**config.mk**
```make
export PLATFORM = sky130hd
export DESIGN_NAME = grid_arbiter_flat
export DESIGN_NICKNAME = d
export VERILOG_FILES = /design/src/rtl/grid_pkg.sv /design/src/rtl/grid_arbiter_if.sv /design/src/rtl/grid_arbiter_rr_pick.sv /design/src/rtl/grid_arbiter.sv /design/src/flat_wrapper.sv
export SDC_FILE = /design/constraint.sdc
export NUM_CORES = 1
export LEC_CHECK = 0
export CORE_MARGIN = 1
export CORE_UTILIZATION = 36
export DETAILED_ROUTE_END_ITERATION = 8
export PLACE_DENSITY_LB_ADDON = 0.15
export RECOVER_POWER = 50
export SLEW_MARGIN = 20
export SYNTH_ARGS = -nofsm -noshare
export SYNTH_HDL_FRONTEND = slang
export SYNTH_SLANG_ARGS = --single-unit
```
**constraint.sdc**
```tcl
create_clock -name clock -period 3.6 [get_ports clock]
set_input_delay 0.54 -clock clock [delete_from_list [all_inputs] [get_ports clock]]
set_output_delay 0.54 -clock clock [all_outputs]
set_load 0.005 [all_outputs]
```
**src/rtl/grid_pkg.sv**
```systemverilog
// Shared constants and types for the grid RAM arbiter and its requester bus.
package grid_pkg;

  localparam int unsigned GRID_XW = 6;
  localparam int unsigned GRID_YW = 5;
  localparam int unsigned CELL_W  = 3;
  localparam int unsigned NUM_REQ = 3;

  localparam logic [1:0] REQ_LOADER = 2'd0;
  localparam logic [1:0] REQ_DRAW   = 2'd1;
  localparam logic [1:0] REQ_RAY    = 2'd2;
  localparam logic [1:0] OWNER_NONE = 2'd3;

  typedef enum logic [0:0] {StIdle, StLocked} arb_state_e;

  // Round-robin successor of a requester index.
  function automatic logic [1:0] rr_next(input logic [1:0] idx);
    return (idx == REQ_RAY) ? REQ_LOADER : idx + 2'd1;
  endfunction

endpackage

```
**src/rtl/grid_arbiter_if.sv**
```systemverilog
// Requester-side bus and grid RAM port of the grid arbiter.
interface grid_arbiter_if;
  import grid_pkg::*;

  logic [NUM_REQ-1:0]         req;
  logic [NUM_REQ-1:0]         lock;
  logic [NUM_REQ*GRID_XW-1:0] req_x;
  logic [NUM_REQ*GRID_YW-1:0] req_y;
  logic [NUM_REQ-1:0]         req_we;
  logic [NUM_REQ*CELL_W-1:0]  req_din;
  logic [NUM_REQ-1:0]         gnt;
  logic [NUM_REQ-1:0]         rvalid;
  logic [CELL_W-1:0]          rdata;
  logic [GRID_XW-1:0]         grid_x;
  logic [GRID_YW-1:0]         grid_y;
  logic                       grid_write;
  logic [CELL_W-1:0]          grid_in;
  logic [CELL_W-1:0]          grid_out;
  logic [1:0]                 owner;

  modport master (
    output req, lock, req_x, req_y, req_we, req_din, grid_out,
    input  gnt, rvalid, rdata, grid_x, grid_y, grid_write, grid_in, owner
  );

  modport slave (
    input  req, lock, req_x, req_y, req_we, req_din, grid_out,
    output gnt, rvalid, rdata, grid_x, grid_y, grid_write, grid_in, owner
  );

endinterface

```
**src/rtl/grid_arbiter_rr_pick.sv**
```systemverilog
// Combinational round-robin search: one-hot pick of the first request at or after start.
module rr_pick
  import grid_pkg::*;
(
  input  logic [NUM_REQ-1:0] req,
  input  logic [1:0]         start,
  output logic [NUM_REQ-1:0] pick
);

  localparam int N = int'(NUM_REQ);

  int idx;

  // Walk from farthest to nearest so the requester closest to start wins.
  always_comb begin
    pick = '0;
    idx  = 0;
    for (int k = N - 1; k >= 0; k--) begin
      idx = (int'(start) + k) % N;
      if (req[idx]) begin
        pick      = '0;
        pick[idx] = 1'b1;
      end
    end
  end

endmodule

```
**src/rtl/grid_arbiter.sv**
```systemverilog
// Round-robin grid RAM arbiter with per-requester burst locking and read-valid tagging.
module grid_arbiter #(
  parameter int unsigned NUM_REQ = grid_pkg::NUM_REQ
) (
  input logic           clock,
  input logic           reset,
  grid_arbiter_if.slave bus
);
  import grid_pkg::*;

  arb_state_e         state_q, state_d;
  logic [1:0]         owner_q, owner_d;
  logic [1:0]         last_q, last_d;
  logic [2:0]         rvalid_q, rvalid_d;
  logic [1:0]         start;
  logic [2:0]         pick;
  logic [2:0]         gnt;
  logic [1:0]         gnt_idx;
  logic               hold;
  logic [GRID_XW-1:0] grid_x;
  logic [GRID_YW-1:0] grid_y;
  logic               grid_write;
  logic [CELL_W-1:0]  grid_in;

  assign hold  = (state_q == StLocked) && bus.req[owner_q] && bus.lock[owner_q];
  // On burst release the search resumes just after the departing owner.
  assign start = (state_q == StLocked) ? rr_next(owner_q) : rr_next(last_q);

  rr_pick u_rr_pick (
    .req   (bus.req),
    .start (start),
    .pick  (pick)
  );

  always_comb begin
    gnt = '0;
    if (reset) begin
      gnt = hold ? (3'b001 << owner_q) : pick;
    end
  end

  always_comb begin
    gnt_idx    = OWNER_NONE;
    grid_x     = '0;
    grid_y     = '0;
    grid_write = 1'b0;
    grid_in    = '0;
    for (int i = 0; i < int'(NUM_REQ); i++) begin
      if (gnt[i]) begin
        gnt_idx    = 2'(i);
        grid_x     = bus.req_x[GRID_XW*i +: GRID_XW];
        grid_y     = bus.req_y[GRID_YW*i +: GRID_YW];
        grid_write = bus.req_we[i];
        grid_in    = bus.req_din[CELL_W*i +: CELL_W];
      end
    end
  end

  always_comb begin
    state_d  = StIdle;
    owner_d  = OWNER_NONE;
    last_d   = last_q;
    rvalid_d = '0;
    if (gnt != '0) begin
      last_d = gnt_idx;
      if (bus.lock[gnt_idx]) begin
        state_d = StLocked;
        owner_d = gnt_idx;
      end
      if (!bus.req_we[gnt_idx]) begin
        rvalid_d = gnt;
      end
    end
  end

  always_ff @(posedge clock or negedge reset) begin
    if (!reset) begin
      state_q  <= StIdle;
      owner_q  <= OWNER_NONE;
      last_q   <= REQ_RAY;
      rvalid_q <= '0;
    end else begin
      state_q  <= state_d;
      owner_q  <= owner_d;
      last_q   <= last_d;
      rvalid_q <= rvalid_d;
    end
  end

  assign bus.gnt        = gnt;
  assign bus.rvalid     = rvalid_q;
  assign bus.rdata      = bus.grid_out;
  assign bus.owner      = owner_q;
  assign bus.grid_x     = grid_x;
  assign bus.grid_y     = grid_y;
  assign bus.grid_write = grid_write;
  assign bus.grid_in    = grid_in;

endmodule

```
**src/flat_wrapper.sv**
```systemverilog
// flat-port wrapper written by rule: the top's interface ports become plain ports
module grid_arbiter_flat import grid_pkg::*;
#(
  parameter int unsigned NUM_REQ = grid_pkg::NUM_REQ
)
  (clock, reset, bus_req, bus_lock, bus_req_x, bus_req_y, bus_req_we, bus_req_din, bus_grid_out, bus_gnt, bus_rvalid, bus_rdata, bus_grid_x, bus_grid_y, bus_grid_write, bus_grid_in, bus_owner);
  grid_arbiter_if bus_i ();
  input logic clock;
  input logic reset;
  input wire logic [$bits(bus_i.req)-1:0] bus_req;
  input wire logic [$bits(bus_i.lock)-1:0] bus_lock;
  input wire logic [$bits(bus_i.req_x)-1:0] bus_req_x;
  input wire logic [$bits(bus_i.req_y)-1:0] bus_req_y;
  input wire logic [$bits(bus_i.req_we)-1:0] bus_req_we;
  input wire logic [$bits(bus_i.req_din)-1:0] bus_req_din;
  input wire logic [$bits(bus_i.grid_out)-1:0] bus_grid_out;
  output wire logic [$bits(bus_i.gnt)-1:0] bus_gnt;
  output wire logic [$bits(bus_i.rvalid)-1:0] bus_rvalid;
  output wire logic [$bits(bus_i.rdata)-1:0] bus_rdata;
  output wire logic [$bits(bus_i.grid_x)-1:0] bus_grid_x;
  output wire logic [$bits(bus_i.grid_y)-1:0] bus_grid_y;
  output wire logic [$bits(bus_i.grid_write)-1:0] bus_grid_write;
  output wire logic [$bits(bus_i.grid_in)-1:0] bus_grid_in;
  output wire logic [$bits(bus_i.owner)-1:0] bus_owner;
  assign bus_i.req = bus_req;
  assign bus_i.lock = bus_lock;
  assign bus_i.req_x = bus_req_x;
  assign bus_i.req_y = bus_req_y;
  assign bus_i.req_we = bus_req_we;
  assign bus_i.req_din = bus_req_din;
  assign bus_i.grid_out = bus_grid_out;
  assign bus_gnt = bus_i.gnt;
  assign bus_rvalid = bus_i.rvalid;
  assign bus_rdata = bus_i.rdata;
  assign bus_grid_x = bus_i.grid_x;
  assign bus_grid_y = bus_i.grid_y;
  assign bus_grid_write = bus_i.grid_write;
  assign bus_grid_in = bus_i.grid_in;
  assign bus_owner = bus_i.owner;
  grid_arbiter #(.NUM_REQ(NUM_REQ)) u_core (.clock(clock), .reset(reset), .bus(bus_i));
endmodule
```
==> results.sh <==
export IMPL_outcome="finished with violations"
export IMPL_violated_checks="negative setup slack"
export IMPL_final_period_utilization=1.02
export IMPL_first_iter_violations=147
export IMPL_drt_pre_antenna_iters=5
export IMPL_clock_tree_htree_level_count=1
export IMPL_ctsLongestPathBuffers=2
export IMPL_row_count=20
export IMPL_floorplan_die_width_um=59.8
export IMPL_wire_length_of_the_first_global_routing_pass_um=7400
export IMPL_worst_setup_path_type="flop to output pin"
export IMPL_synth_net_count=224
export IMPL_fin_nets=331
export IMPL_postRouteAntennaNets=0
export IMPL_clock_skew_ns=0.00203
export IMPL_cts_sink_count=8
export IMPL_total_grt_usage=0.270
export IMPL_io_pins=82
export IMPL_synth_warnings=0
export IMPL_power_clock_fraction=0.037
export IMPL_final_critical_path_setup_slack_ns=-0.0843
export IMPL_ys_seq_elements=8
export IMPL_tritoncts="yes"
export IMPL_clk_transition_reported_paths_ns=0.06
export IMPL_syn_area_mm2=0.00120
export IMPL_overall_die_height_um=59.8
export IMPL_cell_family_with_most_cp_delay="compound AO/OA/AOI/OAI gates"
export IMPL_r2r_cells=13
export IMPL_critical_path_max_stage_delay_ns=0.55
export IMPL_routed_via_density=5.75
export IMPL_synth_flop_cell="dfrtp_1"
export IMPL_floorplan_initialDensity=0.387
export IMPL_hold_path_depth=2
export IMPL_n_antenna_cell=0
export IMPL_critPathMaxFanout=5
export IMPL_cpMaxStageDelayCell="dfstp_2"
export IMPL_gpl_final_weighted_congestion=0.897
export IMPL_path_buf_inv=5
export IMPL_final_cells=315
export IMPL_finalHoldViolations=0
export IMPL_standard_cell_core_area_mm2=0.00310
export IMPL_vdd_drop_max_uv=426
export IMPL_grt_pass1_vias=1722
export IMPL_power_combinational_fraction=0.892
export IMPL_element_type_at_the_critical_path_end="output pin"
export IMPL_slew_limit_headroom=0.749
export IMPL_cap_viol_max_count=0
export IMPL_slew_viol_final=0
export IMPL_timing_critical_path_from_type="flop"
export IMPL_cellLeakagePower_uw=0.00108
export IMPL_route_detailed_drc=0
export IMPL_synthesis_instances=165
export IMPL_hold_slack_ns=0.549
export IMPL_powerDensity_mw_per_mm2=850
export IMPL_intPower_uw=1250
export IMPL_numPlacedInstances=292
export IMPL_cts_hold_buffers_added=0
export IMPL_swShare=0.433
export IMPL_dieArea_mm2=0.00357
export IMPL_critical_path_cell_chain="inv_2 > a32o_2 > ha_4 > buf_6 > a21oi_1 > o21a_1 > o41a_1 > buf_4 > buf_4 > nand4b_1 > a31oi_1 > buf_2"
export IMPL_insertion_delay_ns=0.27
export IMPL_synth_enable_flop_cells=0
export IMPL_crit_top_cell="buf_4"
export IMPL_max_freq_mhz=271
export IMPL_ys_async_sr_fraction=1.00
export IMPL_fraction_of_layout_cells_with_a_size_suffix_above_1=0.387
export IMPL_post_synth_num_cell_types=43
export IMPL_class_of_the_worst_hold_path="flop to flop"
export IMPL_cp_num_cells=12
export IMPL_synth_yosys_seq_area_share=0.170
export IMPL_worstMarginPinSlew_ns=0.376
export IMPL_ys_top_cells_by_area="nand4b_1 11%, dfrtp_1 10%, a31oi_1 9.4%, dfstp_2 6.6%, nand2_1 6.2%"
export IMPL_grt_max_degree=25
export IMPL_timing_final_setup_violations=14
export IMPL_timing_critical_path_required_ns=3.06
export IMPL_vias=1811
export IMPL_timing_critical_path_arrival_ns=3.14
export IMPL_synth_top_area_frac=0.109
export IMPL_post_synth_top_area_cell="nand4b_1"
export IMPL_pwr_share_seq=0.072
export IMPL_switchingPower_uw=952
export IMPL_antenna_found_initial=0
export IMPL_detail_route_wirelength_um=5820
export IMPL_syn_mean_instance_area_um2=7.29
export IMPL_min_period_ns=3.68
export IMPL_drt_wirelength_per_cell_um=18.5
export IMPL_grt_overflow_total=0
export IMPL_hpwlAfterDp_um=3340
export IMPL_final_fill_count=186
export IMPL_layout_area_overhead_vs_synth_pct=115
export IMPL_clock_root_buffer="clkbuf_4"
export IMPL_rsz_0062_raised_after_global_routing="yes"
export IMPL_cts_buffers=3
export IMPL_io_buffers=75
state kept, by name (all words and copies together), names as in the netlist:
| name | cells |
|---|---|
| u_core.bus.owner | 2 |
| u_core.bus.rvalid | 3 |
| u_core.last_q | 2 |
| u_core.state_q | 1 |
stage by stage:
step	power, µW	util	setup TNS [ns]	area (µm²)	setup slack [ns]
6_report	2200	0.833	-0.493	2580	-0.0843
5_1_grt	2320	0.833	-1.88	2580	-0.187
4_1_cts	1800	0.726	-0.241	2250	-0.0694
3_5_place_dp	1550	0.674	-2.62	2090	-0.206
3_3_place_gp	1500	0.674	-1.09	2090	-0.0978
2_1_floorplan	916	-	0	1200	0.342
cell usage after synthesis (2+ instances only):
master / n
nand2_1: 20
nor2_1: 20
a31oi_1: 18
nand4b_1: 15
inv_1: 10
buf_2: 6
o21ai_0: 6
buf_4: 5
dfrtp_1: 5
nand2b_1: 5
a21oi_1: 4
mux2i_1: 4
buf_6: 3
dfstp_2: 3
ha_1: 3
nor2b_1: 3
a21o_1: 2
a221oi_1: 2
a32o_1: 2
clkbuf_1: 2
mux2_2: 2
nand3b_1: 2
nand4_1: 2
o21a_1: 2
cells in the final DEF (no fill, tap or decap), types with 4 or more instances in the layout:
master / instances
a21oi_1: 4
inv_1: 8
o21ai_0: 4
nand2b_1: 5
buf_6: 7
nor2_1: 8
a31oi_1: 8
nand2_1: 20
nor2_4: 9
nor2_2: 4
dfrtp_1: 5
clkdlybuf4s50_1: 58
a31oi_4: 7
nand4b_1: 15
buf_2: 14
mux2i_1: 4
buf_4: 30
final cells by class:
class / instances / area, µm² / share of cell area
timing repair buffer: 118 / 1130 / 0.439
multi-input combinational: 130 / 1120 / 0.435
sequential: 8 / 204 / 0.0789
tap: 44 / 55.1 / 0.0213
inverter: 11 / 41.3 / 0.0160
clock buffer: 4 / 26.3 / 0.0102
per-layer routing:
metal,global-route usage,routed length (µm),vias to the layer above
met5,0,0,-
met2,0.510,3060,104
met1,0.298,2150,867
met4,0.0764,110,0
met3,0.0584,504,14
li1,-,-,826
timing repair:
action	4_1_cts	5_1_grt
cloned	2	3
resized for setup	68	51
endpoints found under the setup margin	18	17
pin swaps	9	9
setup buffers	10	4
final timing paths:
check,from,end,slack [ns]
worst max-delay path,u_core.bus.owner[1]$_DFF_PN1_,bus_grid_y[2],-0.08
worst min-delay path,u_core.last_q[1]$_DFFE_PN1P_,u_core.last_q[1]$_DFFE_PN1P_,0.55
worst max register to register,u_core.bus.owner[1]$_DFF_PN1_,u_core.bus.rvalid[0]$_DFF_PN0_,0.49
worst min register to register,u_core.last_q[1]$_DFFE_PN1P_,u_core.last_q[1]$_DFFE_PN1P_,0.55
max in group asynchronous,reset,u_core.bus.owner[0]$_DFF_PN1_,2.57
min in group asynchronous,reset,u_core.bus.rvalid[0]$_DFF_PN0_,0.76
worst reg2reg max path: cells and delay by family (launching register included):
kind | cells | cell delay, ns
buffers and inverters | 5 | 0.61
muxes | 1 | 0.34
DFF | 1 | 0.55
and+or+nand+nor | 2 | 0.71
adders and majority gates | 1 | 0.18
AOI/OAI and AO/OA | 4 | 0.67
power by group through the flow:
stage               logic, µW  registers, µW  clock network [µW]
floorplan                 766            151                   0
finish                   1960            157                80.4
CTS                      1570            153                76.8
detailed placement       1390            155                   0
global route             2070            160                86.5
global placement         1350            154                   0
cell families after synthesis:
kind of cell	Yosys count	share of synthesized area
AND/OR/NAND/NOR	76	0.362
AO/OA/AOI/OAI	44	0.254
buffers and inverters	28	0.131
multiplexers	6	0.0520
flip-flops	8	0.170
adder cells (fa/ha/maj)	3	0.0312
Note: power is estimated with default switching activity, not from simulation.
